[src/rtl/vw_bulk_fifo.sv]
// Virtual-wire bulk byte buffer: captures 256-bit host frames on A/B strobes,
// unpacks payload bytes into a byte FIFO drained through a two-register Wishbone slave.
module vw_bulk_fifo #(
    parameter int DEPTH_LOG2 = 6
) (
    input  logic         wb_clk_i,
    input  logic         wb_rst_i,
    input  logic [15:0]  wb_dat_i,
    output logic [15:0]  wb_dat_o,
    input  logic         wb_we_i,
    input  logic         wb_adr_i,
    input  logic [1:0]   wb_sel_i,
    input  logic         wb_stb_i,
    input  logic         wb_cyc_i,
    output logic         wb_ack_o,
    input  logic [255:0] vw_bulkdata_in,
    output logic [31:0]  vw_status_out,
    output logic         fifo_nonempty_o
);

    localparam int DEPTH = 1 << DEPTH_LOG2;
    localparam int LW    = DEPTH_LOG2 + 1;
    localparam logic [LW-1:0] LVL_FULL = LW'(DEPTH);
    localparam logic [LW-1:0] LVL_ONE  = LW'(1);

    typedef enum logic {
        ST_IDLE   = 1'b0,
        ST_UNPACK = 1'b1
    } state_t;

    logic                  r_sa1, r_sa2, r_sb1, r_sb2;
    state_t                r_state, w_state_nxt;
    logic [247:0]          r_shift;
    logic [4:0]            r_cnt;
    logic [15:0]           r_frame_cnt;
    logic                  r_ovr;
    logic [7:0]            r_mem [DEPTH];
    logic [DEPTH_LOG2-1:0] r_wr_ptr, r_rd_ptr;
    logic [LW-1:0]         r_level;
    logic                  r_ack;
    logic [15:0]           r_dat_o;
    logic [31:0]           r_status;
    logic                  r_nonempty;

    logic       w_op, w_act, w_rd_data, w_rd_stat, w_flush, w_ovr_clr;
    logic       w_event, w_pop, w_push, w_push_ok, w_capture, w_ovr_set;
    logic [7:0] w_head;
    logic [10:0] w_level_ext;
    logic       w_unused;

    assign w_unused   = ^{wb_sel_i, vw_bulkdata_in[253], wb_dat_i[14:1]};

    assign w_op       = wb_stb_i & wb_cyc_i;
    assign w_act      = w_op & ~r_ack;
    assign w_rd_data  = w_act & ~wb_we_i & ~wb_adr_i;
    assign w_rd_stat  = w_act & ~wb_we_i &  wb_adr_i;
    assign w_flush    = w_act &  wb_we_i & ~wb_adr_i & wb_dat_i[0];
    assign w_ovr_clr  = w_act &  wb_we_i &  wb_adr_i & wb_dat_i[15];
    assign w_event    = (r_sa1 & ~r_sa2) | (r_sb1 & ~r_sb2);
    assign w_pop      = w_rd_data & (r_level != {LW{1'b0}});
    // A full FIFO still accepts a byte when the head leaves in the same cycle.
    assign w_push_ok  = (r_level < LVL_FULL) | w_pop;
    assign w_push     = (r_state == ST_UNPACK) & w_push_ok & ~w_flush;
    assign w_head     = w_pop ? r_mem[r_rd_ptr] : 8'h00;
    assign w_level_ext = 11'(r_level);

    // Two-flop synchronisers for the host strobes.
    always_ff @(posedge wb_clk_i or posedge wb_rst_i) begin
        if (wb_rst_i) begin
            r_sa1 <= 1'b0;
            r_sa2 <= 1'b0;
            r_sb1 <= 1'b0;
            r_sb2 <= 1'b0;
        end else begin
            r_sa1 <= vw_bulkdata_in[255];
            r_sa2 <= r_sa1;
            r_sb1 <= vw_bulkdata_in[254];
            r_sb2 <= r_sb1;
        end
    end

    // Unpacker next state, capture and overrun decisions; flush overrides everything.
    always_comb begin
        w_state_nxt = r_state;
        w_capture   = 1'b0;
        w_ovr_set   = 1'b0;
        if (w_flush) begin
            w_state_nxt = ST_IDLE;
        end else begin
            case (r_state)
                ST_IDLE: begin
                    if (w_event) begin
                        w_capture   = 1'b1;
                        w_state_nxt = (vw_bulkdata_in[252:248] == 5'd0) ? ST_IDLE : ST_UNPACK;
                    end else begin
                        w_state_nxt = ST_IDLE;
                    end
                end
                ST_UNPACK: begin
                    w_ovr_set = w_event;
                    if (w_push && (r_cnt == 5'd1)) begin
                        w_state_nxt = ST_IDLE;
                    end else begin
                        w_state_nxt = ST_UNPACK;
                    end
                end
                default: begin
                    w_state_nxt = ST_IDLE;
                end
            endcase
        end
    end

    // Unpacker state register.
    always_ff @(posedge wb_clk_i or posedge wb_rst_i) begin
        if (wb_rst_i) begin
            r_state <= ST_IDLE;
        end else begin
            r_state <= w_state_nxt;
        end
    end

    // Frame shift register, remaining byte count and frame counter.
    always_ff @(posedge wb_clk_i or posedge wb_rst_i) begin
        if (wb_rst_i) begin
            r_shift     <= 248'd0;
            r_cnt       <= 5'd0;
            r_frame_cnt <= 16'd0;
        end else if (w_capture) begin
            r_shift     <= vw_bulkdata_in[247:0];
            r_cnt       <= vw_bulkdata_in[252:248];
            r_frame_cnt <= r_frame_cnt + 16'd1;
        end else if (w_push) begin
            r_shift     <= {8'h00, r_shift[247:8]};
            r_cnt       <= r_cnt - 5'd1;
        end
    end

    // Sticky overrun; a same-cycle set beats the clear.
    always_ff @(posedge wb_clk_i or posedge wb_rst_i) begin
        if (wb_rst_i) begin
            r_ovr <= 1'b0;
        end else if (w_ovr_set) begin
            r_ovr <= 1'b1;
        end else if (w_ovr_clr) begin
            r_ovr <= 1'b0;
        end
    end

    // FIFO storage.
    always_ff @(posedge wb_clk_i) begin
        if (w_push) begin
            r_mem[r_wr_ptr] <= r_shift[7:0];
        end
    end

    // FIFO pointers and level.
    always_ff @(posedge wb_clk_i or posedge wb_rst_i) begin
        if (wb_rst_i) begin
            r_wr_ptr <= '0;
            r_rd_ptr <= '0;
            r_level  <= '0;
        end else if (w_flush) begin
            r_wr_ptr <= '0;
            r_rd_ptr <= '0;
            r_level  <= '0;
        end else begin
            if (w_push) begin
                r_wr_ptr <= r_wr_ptr + 1'b1;
            end
            if (w_pop) begin
                r_rd_ptr <= r_rd_ptr + 1'b1;
            end
            case ({w_push, w_pop})
                2'b10:   r_level <= r_level + LVL_ONE;
                2'b01:   r_level <= r_level - LVL_ONE;
                default: r_level <= r_level;
            endcase
        end
    end

    // Wishbone acknowledge and read data.
    always_ff @(posedge wb_clk_i or posedge wb_rst_i) begin
        if (wb_rst_i) begin
            r_ack   <= 1'b0;
            r_dat_o <= 16'h0000;
        end else begin
            r_ack <= r_ack ? 1'b0 : w_op;
            if (w_rd_data) begin
                r_dat_o <= {w_pop, r_ovr, 6'b000000, w_head};
            end else if (w_rd_stat) begin
                r_dat_o <= {r_ovr, (r_state == ST_UNPACK), 3'b000, w_level_ext};
            end
        end
    end

    // Host status word and interrupt-style non-empty flag.
    always_ff @(posedge wb_clk_i or posedge wb_rst_i) begin
        if (wb_rst_i) begin
            r_status   <= 32'h0000_0000;
            r_nonempty <= 1'b0;
        end else begin
            r_status   <= {r_frame_cnt, (r_state == ST_UNPACK), r_ovr, 3'b000, w_level_ext};
            r_nonempty <= (r_level != {LW{1'b0}});
        end
    end

    assign wb_dat_o        = r_dat_o;
    assign wb_ack_o        = r_ack;
    assign vw_status_out   = r_status;
    assign fifo_nonempty_o = r_nonempty;

endmodule

[config.mk]
export PLATFORM = sky130hd
export DESIGN_NAME = vw_bulk_fifo
export DESIGN_NICKNAME = d
export VERILOG_FILES = /design/src/rtl/vw_bulk_fifo.sv
export SDC_FILE = /design/constraint.sdc
export NUM_CORES = 1
export LEC_CHECK = 0
export BUFFER_PORTS_ARGS = -buffer_cell sky130_fd_sc_hd__buf_4
export CAP_MARGIN = 20
export CORE_UTILIZATION = 30
export DETAILED_ROUTE_END_ITERATION = 8
export HOLD_SLACK_MARGIN = 0.1
export MAX_ROUTING_LAYER = met4
export SLEW_MARGIN = 20
export SYNTH_ARGS = -nofsm -noshare
export SYNTH_HDL_FRONTEND = slang
export SYNTH_SLANG_ARGS = --single-unit
[constraint.sdc]
create_clock -name wb_clk_i -period 10 [get_ports wb_clk_i]
set_input_delay 1.5 -clock wb_clk_i [delete_from_list [all_inputs] [get_ports wb_clk_i]]
set_output_delay 1.5 -clock wb_clk_i [all_outputs]
set_load 0.01 [all_outputs]
==> impl_metrics.py <==
metrics = {
    "drt": {
        "ant_nets": 0,
        "drcViolationCount": 0,
        "via_per_inst": 4.910,
        "routedWlPerCell_um": 20.95,
        "vias": 20705,
        "dr.pass1.iters": 5,
        "wirelength_mm": 88.36,
        "drtIter0Drc": 1902,
    },
    "cells_and_area": {
        "drive_above_1_share_pct": 23.44,
        "syn_to_final_growth_pct": 19.28,
        "nets": 2928,
    },
    "worst_setup_path": {
        "path_cells": "buf_4 -> nand4bb_1 -> buf_4 -> o21a_1 -> nor3_4 -> buf_4 -> nand4b_1 -> nor2_1",
        "required_ns": 10.26,
        "startpoint_type": "input pin",
        "critical_path_class": "in2reg",
        "end_kind": "flip-flop",
        "path_buf_inv": 3,
        "slowest_stage": "nor2_1",
        "critPathMaxStageDelay_ns": 1.00,
        "reg2reg_from": "r_state$_DFF_PP0_",
        "arrival_ns": 5.00,
        "worst-path-max-fanout": 69,
        "rrSetupSlack_ns": 5.46,
        "cpMostUsedCell": "buf_4",
        "reg2regPathDepth": 5,
        "crit_family": "simple AND/OR/NAND/NOR gates",
        "worstReg2RegEnd": "r_mem[59][1]$_DFFE_PP_",
    },
    "synth": {
        "synthCells": 2374,
        "ys_ff_latch": 843,
        "synth-xor-area-share_pct": 0.6947,
        "synth_area_mm2": 0.03404,
        "synth_edf_count": 512,
        "synth-adder-area-share_pct": 0.2573,
        "yosys.area_share.simple_pct": 9.281,
        "avgSynthCellArea_um2": 14.34,
        "synth_compound_area_share_pct": 7.932,
        "yosysTopAreaCell": "edfxtp_1",
        "ys.flop_type": "edfxtp_1",
        "netlist-cell-type-count": 70,
        "yosys-top-cells-area": "edfxtp_1, dfrtp_1, mux4_2, nand2_1, a22oi_1",
        "synth_seq_area_share_pct": 69.50,
        "netlist.area_leader.share_pct": 45.17,
        "ys.warnings.count": 0,
        "synth_mux_area_share_pct": 9.891,
        "synthArstFlopShare_pct": 39.26,
        "synth_top_family_by_area": "multiplexers",
    },
    "clock_tree": {
        "post-cts-setup-buffer-count": 0,
        "root_buffer": "clkbuf_16",
        "clkSinkCount": 843,
        "htree_levels": 3,
        "cts_resized": 0,
        "path_clk_slew_ns": 0.06,
        "hold_buffers": 0,
        "clk_path_buf_depth": 3,
        "cts_tree": "done",
        "clk_latency_ns": 0.65,
        "cts_buffers": 89,
    },
    "timing": {
        "skew_ns": 0.02216,
        "slew_viol_final": 0,
        "period_share_pct": 47.36,
        "hold_violations": 0,
        "tns_ns": 0,
        "rsz0062_at_grt": "no",
        "timing.hold.ws_ns": 0.3697,
        "fin_crit_ns": 4.736,
        "setup_viol": 0,
        "worst_pin_slew_ns": 1.105,
        "slew_headroom_pct": 26.35,
        "fmax_ghz": 0.2111,
    },
    "die": {
        "start_util_pct": 30.26,
        "dieArea_mm2": 0.1148,
        "fp.dieW_um": 338.9,
        "die_y_um": 338.9,
        "placement_rows": 123,
        "core_area_mm2": 0.1125,
        "ios": 330,
    },
    "run_status": {
        "outcome": "finished, final reports clean",
    },
    "global_route": {
        "antenna_found_initial": 8,
        "grt_pass1_vias": 21183,
        "grt_pass1_wl_mm": 133.7,
        "grt_max_degree": 193,
        "grt.overflow.total": 0,
        "track_usage_pct": 15.66,
    },
    "hold_path": {
        "hold_depth": 0,
        "min_path_type": "reg2reg",
        "hp-start": "r_sa1$_DFF_PP0_",
        "worstHoldEndpoint": "r_sa2$_DFF_PP0_",
    },
    "power_and_ir_drop": {
        "p_per_area_mw_per_mm2": 283.0,
        "cellLeakagePower_nw": 15.78,
        "ir_drop_mv": 0.2690,
    },
    "run": {
        "cap_violations": 0,
    },
    "placed_design": {
        "gp_congestion": 0.8347,
        "place_hpwl_mm": 56.40,
        "io_buffers": 299,
    },
}
-- synthesized netlist by cell type (23+ instances only) --
| library cell | instances |
|---|---|
| nor2_1 | 99 |
| dfrtp_1 | 331 |
| edfxtp_1 | 512 |
| nand2_1 | 540 |
| a22oi_1 | 247 |
| nand3_1 | 53 |
| mux4_2 | 106 |
| buf_2 | 44 |
| a221oi_1 | 23 |
| clkbuf_1 | 78 |
| mux2i_1 | 36 |
| mux2_2 | 45 |
-- layout make-up --
| type | count | area [um^2] |
|---|---|---|
| Clock buffer | 123 | 2476 |
| Antenna cell | 8 | 20.02 |
| Inverter | 13 | 52.55 |
| Fill cell | 10727 | 71900 |
| Multi-Input combinational cell | 1365 | 9634 |
| Tap cell | 1500 | 1877 |
| Sequential cell | 843 | 23680 |
| Timing Repair Buffer | 329 | 2520 |
| Clock inverter | 36 | 342.8 |
-- stage by stage --
| step | utilization [%] | power, mW | instance area, um^2 | worst slack, ns | cells |
|---|---|---|---|---|---|
| 2_1_floorplan | - | 7.251 | 34090 | 4.079 | 2386 |
| 3_3_place_gp | 33.55 | 8.318 | 37740 | 4.465 | 4049 |
| 3_5_place_dp | 33.56 | 8.393 | 37760 | 4.474 | 4050 |
| 4_1_cts | 36.07 | 11.60 | 40580 | 5.158 | 4209 |
| 5_1_grt | 36.09 | 12.09 | 40600 | 5.070 | 4217 |
| 6_report | 36.09 | 11.49 | 40600 | 5.264 | 4217 |
-- kinds of logic after synthesis --
| family | Yosys count |
|---|---|
| AND/OR/NAND/NOR | 761 |
| other | 1 |
| flip-flops | 843 |
| XOR/XNOR | 27 |
| AO/OA/AOI/OAI | 360 |
| adder cells (fa/ha/maj) | 7 |
| multiplexers | 197 |
| buffers and inverters | 178 |
-- power breakdown --
part           switching, mW  internal (mW)  total [mW]
clock                   1.36           1.84        3.20
sequential             0.541           4.59        5.13
combinational           1.96           1.20        3.16
total                   3.86           7.63        11.5
-- cells in the final DEF, fill, tap and decap left out, types with 8 or more instances in the layout --
master / n
clkinv_1: 8
buf_4: 325
nor2_1: 99
nor3_1: 9
edfxtp_1: 512
a221oi_1: 23
diode_2: 8
mux2i_1: 36
xor2_1: 10
clkbuf_8: 10
mux2_1: 10
mux2_2: 45
clkbuf_1: 23
a22oi_1: 247
dfrtp_1: 320
o2111ai_1: 11
clkbuf_16: 90
xnor2_1: 17
nand4_1: 8
o21ai_1: 18
mux4_2: 106
inv_1: 10
nand2_1: 540
conb_1: 13
clkinv_2: 16
and3_1: 10
nand3_1: 53
dfrtp_2: 8
a21oi_1: 17
-- how the worst max path moves through the flow --
stage               cells past startpoint  startpoint  slack, ns                         to
finish                                  8     wb_we_i       5.26     r_mem[59][1]$_DFFE_PP_
global placement                        8     wb_we_i       4.46     r_mem[59][1]$_DFFE_PP_
floorplan                               1    wb_rst_i       4.08  fifo_nonempty_o$_DFF_PP0_
detailed placement                      8     wb_we_i       4.47     r_mem[35][4]$_DFFE_PP_
CTS                                     8     wb_we_i       5.16     r_mem[35][6]$_DFFE_PP_
global route                            8     wb_we_i       5.07     r_mem[35][6]$_DFFE_PP_
-- flip-flops by register name, indices dropped and copies added, names as in the netlist, 5 cells and up --
name	count
r_level	7
vw_status_out	25
r_rd_ptr	6
r_cnt	5
r_wr_ptr	6
wb_dat_o	10
r_frame_cnt	16
r_mem	512
r_shift	248
-- routing by layer --
layer / vias up / share of wire (%) / track usage, %
li1: 9406 / - / -
met2: 686 / 47 / 24.10
met5: - / 0 / -
met1: 10466 / 41 / 19.88
met4: 0 / 2.9 / 4.459
met3: 147 / 8.6 / 4.806
(Power assumes the default switching activity.)
